$ cat src/rtl/alu_ctrl_pkg.sv
// Shared encodings for the RV32IM ALU control decoder: operation codes,
// ALUOp encodings and sequencer states.
package alu_ctrl_pkg;

  localparam int CTRL_W_DEF = 5;
  localparam int CODE_W     = 5;

  typedef logic [CODE_W-1:0] code_t;

  localparam code_t ALU_ADD    = 5'h00;
  localparam code_t ALU_SLL    = 5'h01;
  localparam code_t ALU_SUB    = 5'h02;
  localparam code_t ALU_XOR    = 5'h04;
  localparam code_t ALU_SRL    = 5'h05;
  localparam code_t ALU_OR     = 5'h06;
  localparam code_t ALU_AND    = 5'h07;
  localparam code_t ALU_SRA    = 5'h08;
  localparam code_t ALU_SLT    = 5'h09;
  localparam code_t ALU_SLTU   = 5'h0A;
  localparam code_t ALU_MUL    = 5'h10;
  localparam code_t ALU_MULH   = 5'h11;
  localparam code_t ALU_MULHSU = 5'h12;
  localparam code_t ALU_MULHU  = 5'h13;
  localparam code_t ALU_DIV    = 5'h14;
  localparam code_t ALU_DIVU   = 5'h15;
  localparam code_t ALU_REM    = 5'h16;
  localparam code_t ALU_REMU   = 5'h17;

  typedef enum logic [1:0] {
    ALUOP_ADD    = 2'b00,
    ALUOP_BRANCH = 2'b01,
    ALUOP_ARITH  = 2'b10,
    ALUOP_RSVD   = 2'b11
  } aluop_e;

  typedef enum logic {
    ST_IDLE = 1'b0,
    ST_BUSY = 1'b1
  } state_e;

endpackage

$ cat src/rtl/alu_ctrl_comb.sv
// Pure combinational decode of ALUOp/funct3/funct7 into an ALU or M-unit code.
import alu_ctrl_pkg::*;

module alu_ctrl_comb (
  input  logic       op5_i,
  input  logic [1:0] alu_op_i,
  input  logic [2:0] funct3_i,
  input  logic       funct7_5_i,
  input  logic       funct7_0_i,
  output code_t      code_o,
  output logic       is_md_o
);

  always_comb begin
    // NOTE: every output gets a default before the case so no path can infer a latch.
    code_o  = ALU_ADD;
    is_md_o = 1'b0;
    case (aluop_e'(alu_op_i))
      ALUOP_BRANCH: begin
        case (funct3_i[2:1])
          2'b00:   code_o = ALU_SUB;
          2'b01:   code_o = ALU_ADD;
          2'b10:   code_o = ALU_SLT;
          default: code_o = ALU_SLTU;
        endcase
      end
      ALUOP_ARITH: begin
        if (op5_i && funct7_0_i && !funct7_5_i) begin
          is_md_o = 1'b1;
          case (funct3_i)
            3'b000:  code_o = ALU_MUL;
            3'b001:  code_o = ALU_MULH;
            3'b010:  code_o = ALU_MULHSU;
            3'b011:  code_o = ALU_MULHU;
            3'b100:  code_o = ALU_DIV;
            3'b101:  code_o = ALU_DIVU;
            3'b110:  code_o = ALU_REM;
            default: code_o = ALU_REMU;
          endcase
        end else begin
          // funct7_5 only selects SUB for register forms; ADDI has no such bit.
          case (funct3_i)
            3'b000:  code_o = (op5_i && funct7_5_i) ? ALU_SUB : ALU_ADD;
            3'b001:  code_o = ALU_SLL;
            3'b010:  code_o = ALU_SLT;
            3'b011:  code_o = ALU_SLTU;
            3'b100:  code_o = ALU_XOR;
            3'b101:  code_o = funct7_5_i ? ALU_SRA : ALU_SRL;
            3'b110:  code_o = ALU_OR;
            default: code_o = ALU_AND;
          endcase
        end
      end
      ALUOP_ADD, ALUOP_RSVD: code_o = ALU_ADD;
      default:               code_o = ALU_ADD;
    endcase
  end

endmodule

$ cat src/rtl/alu_decoder_mext.sv
// Execute-stage ALU control decoder with a stall sequencer for multi-cycle
// MUL/DIV/REM operations.
import alu_ctrl_pkg::*;

module alu_decoder_mext #(
  parameter int CTRL_W     = CTRL_W_DEF,
  parameter int MUL_CYCLES = 4,
  parameter int DIV_CYCLES = 33
) (
  input  logic              clk,
  input  logic              rst,
  input  logic              valid_i,
  input  logic              flush_i,
  input  logic              op5,
  input  logic [1:0]        ALUOp,
  input  logic [2:0]        funct3,
  input  logic              funct7_5,
  input  logic              funct7_0,
  input  logic              div_zero_i,
  output logic [CTRL_W-1:0] ALUControl,
  output logic              is_muldiv,
  output logic              md_start,
  output logic              md_done,
  output logic              stall_o
);

  localparam int MAX_CYCLES = (MUL_CYCLES > DIV_CYCLES) ? MUL_CYCLES : DIV_CYCLES;
  localparam int CNT_W      = (MAX_CYCLES > 1) ? $clog2(MAX_CYCLES) : 1;
  localparam logic [CNT_W-1:0] MUL_LOAD = CNT_W'((MUL_CYCLES > 1) ? MUL_CYCLES - 2 : 0);
  localparam logic [CNT_W-1:0] DIV_LOAD = CNT_W'((DIV_CYCLES > 1) ? DIV_CYCLES - 2 : 0);

  state_e           state_q, state_d;
  logic [CNT_W-1:0] cnt_q, cnt_d;
  code_t            op_q, op_d;

  code_t dec_code;
  logic  dec_md;
  code_t code_mux;
  logic  md_mux, start_c, done_c, stall_c;
  logic  accept, single_cycle;

  alu_ctrl_comb u_comb (
    .op5_i      (op5),
    .alu_op_i   (ALUOp),
    .funct3_i   (funct3),
    .funct7_5_i (funct7_5),
    .funct7_0_i (funct7_0),
    .code_o     (dec_code),
    .is_md_o    (dec_md)
  );

  assign accept = valid_i && dec_md && !flush_i;
  // A divide by zero returns its architected result without iterating.
  assign single_cycle = funct3[2] ? (div_zero_i || (DIV_CYCLES == 1))
                                  : (MUL_CYCLES == 1);

  always_comb begin
    state_d  = state_q;
    cnt_d    = cnt_q;
    op_d     = op_q;
    code_mux = dec_code;
    md_mux   = dec_md;
    start_c  = 1'b0;
    done_c   = 1'b0;
    stall_c  = 1'b0;
    case (state_q)
      ST_IDLE: begin
        if (accept) begin
          start_c = 1'b1;
          if (single_cycle) begin
            done_c = 1'b1;
          end else begin
            stall_c = 1'b1;
            cnt_d   = funct3[2] ? DIV_LOAD : MUL_LOAD;
            op_d    = dec_code;
            state_d = ST_BUSY;
          end
        end
      end
      ST_BUSY: begin
        code_mux = op_q;
        md_mux   = 1'b1;
        if (flush_i) begin
          state_d = ST_IDLE;
        end else if (cnt_q == '0) begin
          done_c  = 1'b1;
          state_d = ST_IDLE;
        end else begin
          stall_c = 1'b1;
          cnt_d   = cnt_q - 1'b1;
        end
      end
      default: state_d = ST_IDLE;
    endcase
  end

  // NOTE: sequential state uses non-blocking assignments so every register samples pre-edge values.
  always_ff @(posedge clk or negedge rst) begin
    if (!rst) begin
      state_q <= ST_IDLE;
      cnt_q   <= '0;
      op_q    <= ALU_ADD;
    end else begin
      state_q <= state_d;
      cnt_q   <= cnt_d;
      op_q    <= op_d;
    end
  end

  // Outputs are forced quiet for the whole time reset is held, not just after an edge.
  assign ALUControl = rst ? CTRL_W'(code_mux) : '0;
  assign is_muldiv  = rst && md_mux;
  assign md_start   = rst && start_c;
  assign md_done    = rst && done_c;
  assign stall_o    = rst && stall_c;

endmodule

$ cat config.mk
export PLATFORM = sky130hd
export DESIGN_NAME = alu_decoder_mext
export DESIGN_NICKNAME = d
export VERILOG_FILES = /design/src/rtl/alu_ctrl_pkg.sv /design/src/rtl/alu_ctrl_comb.sv /design/src/rtl/alu_decoder_mext.sv
export SDC_FILE = /design/constraint.sdc
export NUM_CORES = 1
export LEC_CHECK = 0
export ABC_CLOCK_PERIOD_IN_PS = 2000
export BUFFER_PORTS_ARGS = -buffer_cell sky130_fd_sc_hd__buf_2
export CORE_ASPECT_RATIO = 0.7
export CORE_MARGIN = 5
export CORE_UTILIZATION = 38
export CTS_BUF_LIST = sky130_fd_sc_hd__clkbuf_4
export DETAILED_ROUTE_END_ITERATION = 10
export GPL_TIMING_DRIVEN = 0
export PLACE_DENSITY = 0.71
export SYNTH_ARGS = -nofsm -noshare
export SYNTH_HDL_FRONTEND = slang
export SYNTH_SLANG_ARGS = --single-unit
$ cat constraint.sdc
create_clock -name clk -period 2 [get_ports clk]
set_input_delay 0.2 -clock clk [delete_from_list [all_inputs] [get_ports clk]]
set_output_delay 0.2 -clock clk [all_outputs]
set_load 0.03 [all_outputs]
==> results of run 1 <==
metal layers:
layer | global-route usage (%) | up-vias | share of wire, %
met1 | 17.6 | 485 | 42
met2 | 26.7 | 49 | 48
li1 | - | 478 | -
met4 | 3.57 | 0 | 1.3
met3 | 5.41 | 8 | 8.1
met5 | 0 | - | 0
repair_timing:
item | CTS | global route
setup endpoints to repair | 3 | 5
resized for setup | 10 | 4
buffers inserted | 6 | 4
hold buffers | 1 | 0
hold endpoints to repair | 12 | 0
pin swaps | 4 | 4
power breakdown:
| part | switching (uW) | internal [uW] | total, uW |
|---|---|---|---|
| logic | 180 | 195 | 376 |
| clock network | 90.0 | 72.6 | 163 |
| registers | 44.4 | 277 | 322 |
cell families after synthesis:
kind of cell | Yosys count | share of synthesized area (%)
AOI/OAI and AO/OA | 39 | 27.9
xor gates and xnor gates | 1 | 0.930
adders and majority gates | 4 | 5.31
buffers and inverters | 10 | 4.12
DFF | 12 | 31.9
muxes | 1 | 1.20
and+or+nand+nor | 44 | 28.7
layout make-up:
type                       instances  share of cell area (%)
timing repair buffer              31                    15.7
sequential                        12                    24.0
tap                               34                    3.40
inverter                           7                    2.40
clock buffer                       3                    1.80
clock inverter                     1                   0.300
buffer                             3                   0.999
multi-input combinational         89                    51.4
worst max-delay path, cell delays in order, from the launching register on:
cell and delay, ps:
dfrtp_1 400, inv_2 90, ha_4 120, or4b_4 520
nor3_4 140, a41oi_2 60, nor2_1 150, buf_4 180
flip-flops by register name, summed over array words and instances (netlist names):
register / count
cnt_q: 6
op_q: 5
state_q: 1
worst max path at each step:
| stage | slack (ps) | endpoint | from | cells after the start |
|---|---|---|---|---|
| floorplan | 50 | ALUControl[4] | state_q | 4 |
| global placement | -10 | cnt_q[0] | cnt_q[0] | 6 |
| detailed placement | -50 | cnt_q[0] | cnt_q[0] | 6 |
| CTS | -80 | stall_o | cnt_q[1] | 7 |
| global route | -180 | md_done | cnt_q[1] | 7 |
| finish | -140 | md_done | cnt_q[1] | 7 |
cell usage in the layout (no fill, tap or decap), types with 2 or more instances in the layout:
master and instances:
a21boi_0 2, a21oi_1 8, a31oi_1 2, and2_1 3, and4_1 2, buf_2 18
buf_4 11, clkbuf_1 2, clkbuf_4 4, dfrtp_1 12, ha_1 3, inv_1 4
inv_2 2, nand2_1 7, nand2b_1 4, nand3b_1 2, nor2_1 11, nor2b_1 2
nor3_1 2, o211a_1 3, o211ai_1 2, o21ai_0 12
stage by stage:
step / area, sq um / cells / total power [uW]
CTS: 1200 / 176 / 834
global placement: 1080 / 165 / 565
floorplan: 942 / 111 / 508
finish: 1250 / 180 / 860
global route: 1250 / 180 / 905
detailed placement: 1080 / 165 / 579
==> run metrics, run 1 <==
routed wire length ~2.8 mm; TritonCTS clock tree done; Hold WC Path Type primary input to asynchronous set/reset pin; Setup WS post-layout -141 ps; Initial Utilization 38.9%; DRC 0; EDFF count, synth 0; Hold Violations, Final 0; post-DR wirelength/cell 15.6 um; core area 0.00242 sq mm; Post-synth top cells dfrtp_1 (12), o21ai_0 (12), nor2_1 (11), a21oi_1 (8), nand2_1 (7); diodes inserted 0; max-capacitance violation count 0; Worst Path Max Fanout 3; PortBufs 20; Synth async-reset ratio 100%; Crit path required time about 1800 ps; area of the multi-input gates approximately 640 sq um; Mapped Area 942 sq um; CTS Buf Count 3; via count 1020; Layout area overhead 32.9%; initial antenna violation count 0; die area roughly 0.0036 sq mm; FP Rows 15; worst rel slew slack 68.5%; final net count between 150 and 200; cells after synthesis 111; Min Hold Slack about 320 ps; dpl ws -46.4 ps; Synth area leaders dfrtp_1 (32%), o21ai_0 (6.4%), ha_1 (5.3%), nor2_1 (4.4%), a21oi_1 (4.2%); Period minus WS final roughly 2100 ps; crit path kind flip-flop to output port; clk slew on worst S/H paths 90 ps; measured slew at the worst slew-check pin roughly 470 ps; Peak VDD IR 0.312 mV; RSZ-0062 raised after global routing true; synthesis-stage register bit count 12; Syn Nets ~130; FF-to-FF path depth 7; Post-DP HPWL around 1.8 mm; GP Congestion 0.819; dominant cell type by area after synthesis dfrtp_1; Setup Skew ~14 ps; R2R Path End cnt_q[0]; die height 51.7 um; first-pass GRT wire length around 4.4 mm; Root Driver clkbuf_4; register area 300 sq um; fillcell total around 230; Setup crit start kind flip-flop; total congestion overflow 0; Yosys warning count 0; Leak Pwr ~0.00059 uW; sequential area share after synthesis roughly a third; Final Cycle Share 107%; syn avg cell area around 8.5 sq um; Synth top area share a little under a third; Slew Viols, Final 0; largest net degree at the start of global routing 19; Worst Path Arrival roughly 1900 ps; Power Dens Cells 686 mW/mm^2; Initial DRC Count slightly above 60; register-to-register setup slack -60 ps; f_max roughly 0.47 GHz; Critical Path Sink Type output port; post-synth cell types 42; post-DR vias/cell around 5.7; First-pass DRT Iterations 4; Die Wd 69.5 um; share of cells above drive strength 1 32.2%; total negative slack -299 ps; H-tree Lvls 1; CTS Buffer Depth 2; run status finished, violations left; worst skew pair latency 290 ps; overall global routing resource usage 15.1%; I/O Pins 22; CTS sink cnt 12; reg2reg start cnt_q[1]; vias in the first global route between 900 and 1000; Post-DRT Antenna Nets 0; Primary FF master, synth dfrtp_1; violated checks negative setup slack; Setup Viol. Count Final 3; Layout Utilization between 50% and 60%
(Power assumes the default switching activity.)
==> run 2, diff against run 1 <==
TNS_END_PERCENT = 1   (was unset)
==> run 2 against run 1 <==
The flow still finishes with violations (negative setup slack). Highest routed layer unchanged. Register-to-register slack is essentially flat. Largest power group unchanged. Critical path type unchanged. Final cell count decreased by 1.1%. Global-route usage unchanged.
==> run metrics, run 2 (synthesis gave the netlist of run 1 again) <==
Worst path slowest cell or4b_4 (unchanged); die area 0.00359 sq mm (unchanged); Initial DRC Count 62 (unchanged); met3 Track Usage GR 5.41% (unchanged); core area 0.00242 sq mm (unchanged); M1 GR Usage 17.6% (unchanged); I/O Pins 22 (unchanged); post-DR wirelength/cell 15.2 um (was 15.6 um); Hold Violations, Final 0 (unchanged); TritonCTS clock tree done (unchanged); Setup Viol. Count Final 3 (unchanged); Period minus WS final 2130 ps (was 2140 ps); Worst Path Max Fanout 3 (unchanged); Setup Skew 14.2 ps (was 14.4 ps); CTS sink cnt 12 (unchanged); initial antenna violation count 0 (unchanged); die height 51.7 um (unchanged); H-tree Lvls 1 (unchanged); Post-DP HPWL 1.83 mm (unchanged); measured slew at the worst slew-check pin 459 ps (was 472 ps); Root Driver clkbuf_4 (unchanged); Setup WS post-layout -127 ps (was -141 ps); CTS Buffer Depth 2 (unchanged); Leak Pwr 0.000583 uW (was 0.000593 uW); Die Wd 69.5 um (unchanged); Worst Path Arrival 1930 ps (was 1940 ps); diodes inserted 0 (unchanged); commonest non-fill, non-tap cell in the layout buf_2 (unchanged); crit path kind flip-flop to output port (unchanged); f_max 0.470 GHz (was 0.467 GHz); Worst Path Buf+Inv 2 (unchanged); gr busiest metal met2 (unchanged); CTS Buf Count 3 (unchanged); Crit path required time 1800 ps (about the same); via count 1010 (was 1020); overall global routing resource usage 15.1% (unchanged); First-pass DRT Iterations 4 (unchanged); grt met2 use 26.7% (unchanged); vias in the first global route 979 (unchanged); Pwr Total 855 uW (was 860 uW); Initial Utilization 38.9% (unchanged); share of cells above drive strength 1 31.3% (was 32.2%); commonest non-fill, non-tap cells in the layout buf_2 (18), o21ai_0 (12), nor2_1 (11), dfrtp_1 (11), buf_4 (9) (was buf_2 (18), o21ai_0 (12), dfrtp_1 (12)); Final Cycle Share 106% (was 107%); violated checks negative setup slack (unchanged); Power Dens Cells 694 mW/mm^2 (was 686 mW/mm^2); Critical Path Sink Type output port (unchanged); Setup crit start kind flip-flop (unchanged); biggest cell delay along the critical path 520 ps (about the same); RSZ-0062 raised after global routing true (unchanged); Largest register FFs 6 (unchanged); Largest delay share family, worst path simple AND/OR/NAND/NOR gates (unchanged); routed wire length 2.70 mm (was 2.82 mm); Post-DRT Antenna Nets 0 (unchanged); Largest Register cnt_q (unchanged); DRC 0 (unchanged); run status finished, violations left (unchanged); worst path cell trace inv_2 > ha_4 > or4b_4 > nor3_4 > a41oi_1 > nor2_1 > buf_4 (was inv_2 > ha_4 > or4b_4 > nor3_4 > a41oi_2 > nor2_1 > buf_4); clk slew on worst S/H paths 90 ps (about the same); PortBufs 20 (unchanged); Layout area overhead 30.7% (was 32.9%); worst skew pair latency 290 ps (about the same); FP Rows 15 (unchanged); Peak VDD IR 0.306 mV (was 0.312 mV); Hold WC Path Type primary input to asynchronous set/reset pin (unchanged); GP Congestion 0.819 (unchanged); Slew Viols, Final 0 (unchanged); largest net degree at the start of global routing 19 (unchanged); post-DR vias/cell 5.67 (about the same); worst rel slew slack 69.4% (was 68.5%); final net count 162 (was 164); first-pass GRT wire length 4.39 mm (unchanged); total congestion overflow 0 (unchanged); max-capacitance violation count 0 (unchanged); biggest regs cnt_q x6, op_q x5, state_q x1 (unchanged); dpl ws -46.4 ps (unchanged)
-- run 2: final cells by class --
cell class              count  area [sq um]
well taps                  34          42.5
clock buffers               3          22.5
multi-input cells          89           637
inverters                   7          30.0
fillers                   230          1190
flip-flops and latches     12           302
clock inverters             1          3.75
plain buffers               3          12.5
repair buffers             29           181
-- run 2: power breakdown --
part	internal, uW	switching (uW)	leakage (uW)
registers	277	44.3	0.000154
logic	195	177	0.000413
clock network	72.5	88.8	0.0000154
total	544	310	0.000583
-- run 2: per-layer routing --
metal  up-vias  share of wire (%)
met2        49                 48
met3         8                9.0
li1        477                  -
met4         0                1.5
met1       476                 41
met5         -                  0
-- run 2: path summary, 6_finish.rpt --
check	startpoint	end	slack, ps	depth (start not counted)
worst max-delay path	cnt_q[0]	md_done	-130	7
worst min-delay path	rst	cnt_q[3]	320	2
worst max register to register	cnt_q[0]	cnt_q[0]	-60	7
worst min register to register	op_q[4]	op_q[4]	450	2
max in group asynchronous	rst	op_q[1]	1470	2
min in group clk	valid_i	cnt_q[5]	330	3
-- run 2: worst register-to-register path, cell delays in order, from the launching register on --
cell,delay [ps]
dfrtp_1,410
inv_2,90
ha_4,120
or4b_4,520
nor2_8,120
buf_6,110
mux2_4,280
a221o_1,300
-- run 2: through the flow --
stage	setup TNS [ps]	area, sq um	std cells	hold WS, ps	utilization [%]
after detailed placement	-46.4	1080	165	130	44.8
after floorplan	0	942	111	-95.6	-
final	-277	1230	178	323	50.9
after global placement	-12.6	1080	165	119	44.8
after global routing	-414	1230	178	357	50.9
after CTS	-235	1200	176	323	49.7
-- run 2: repair_timing --
action / 4_1_cts / 5_1_grt
buffers inserted: 6 / 2
hold buffers: 1 / 0
pin swaps: 4 / 3
endpoints found under the setup margin: 3 / 5
gates resized for setup: 10 / 4
endpoints found under the hold margin: 12 / 0
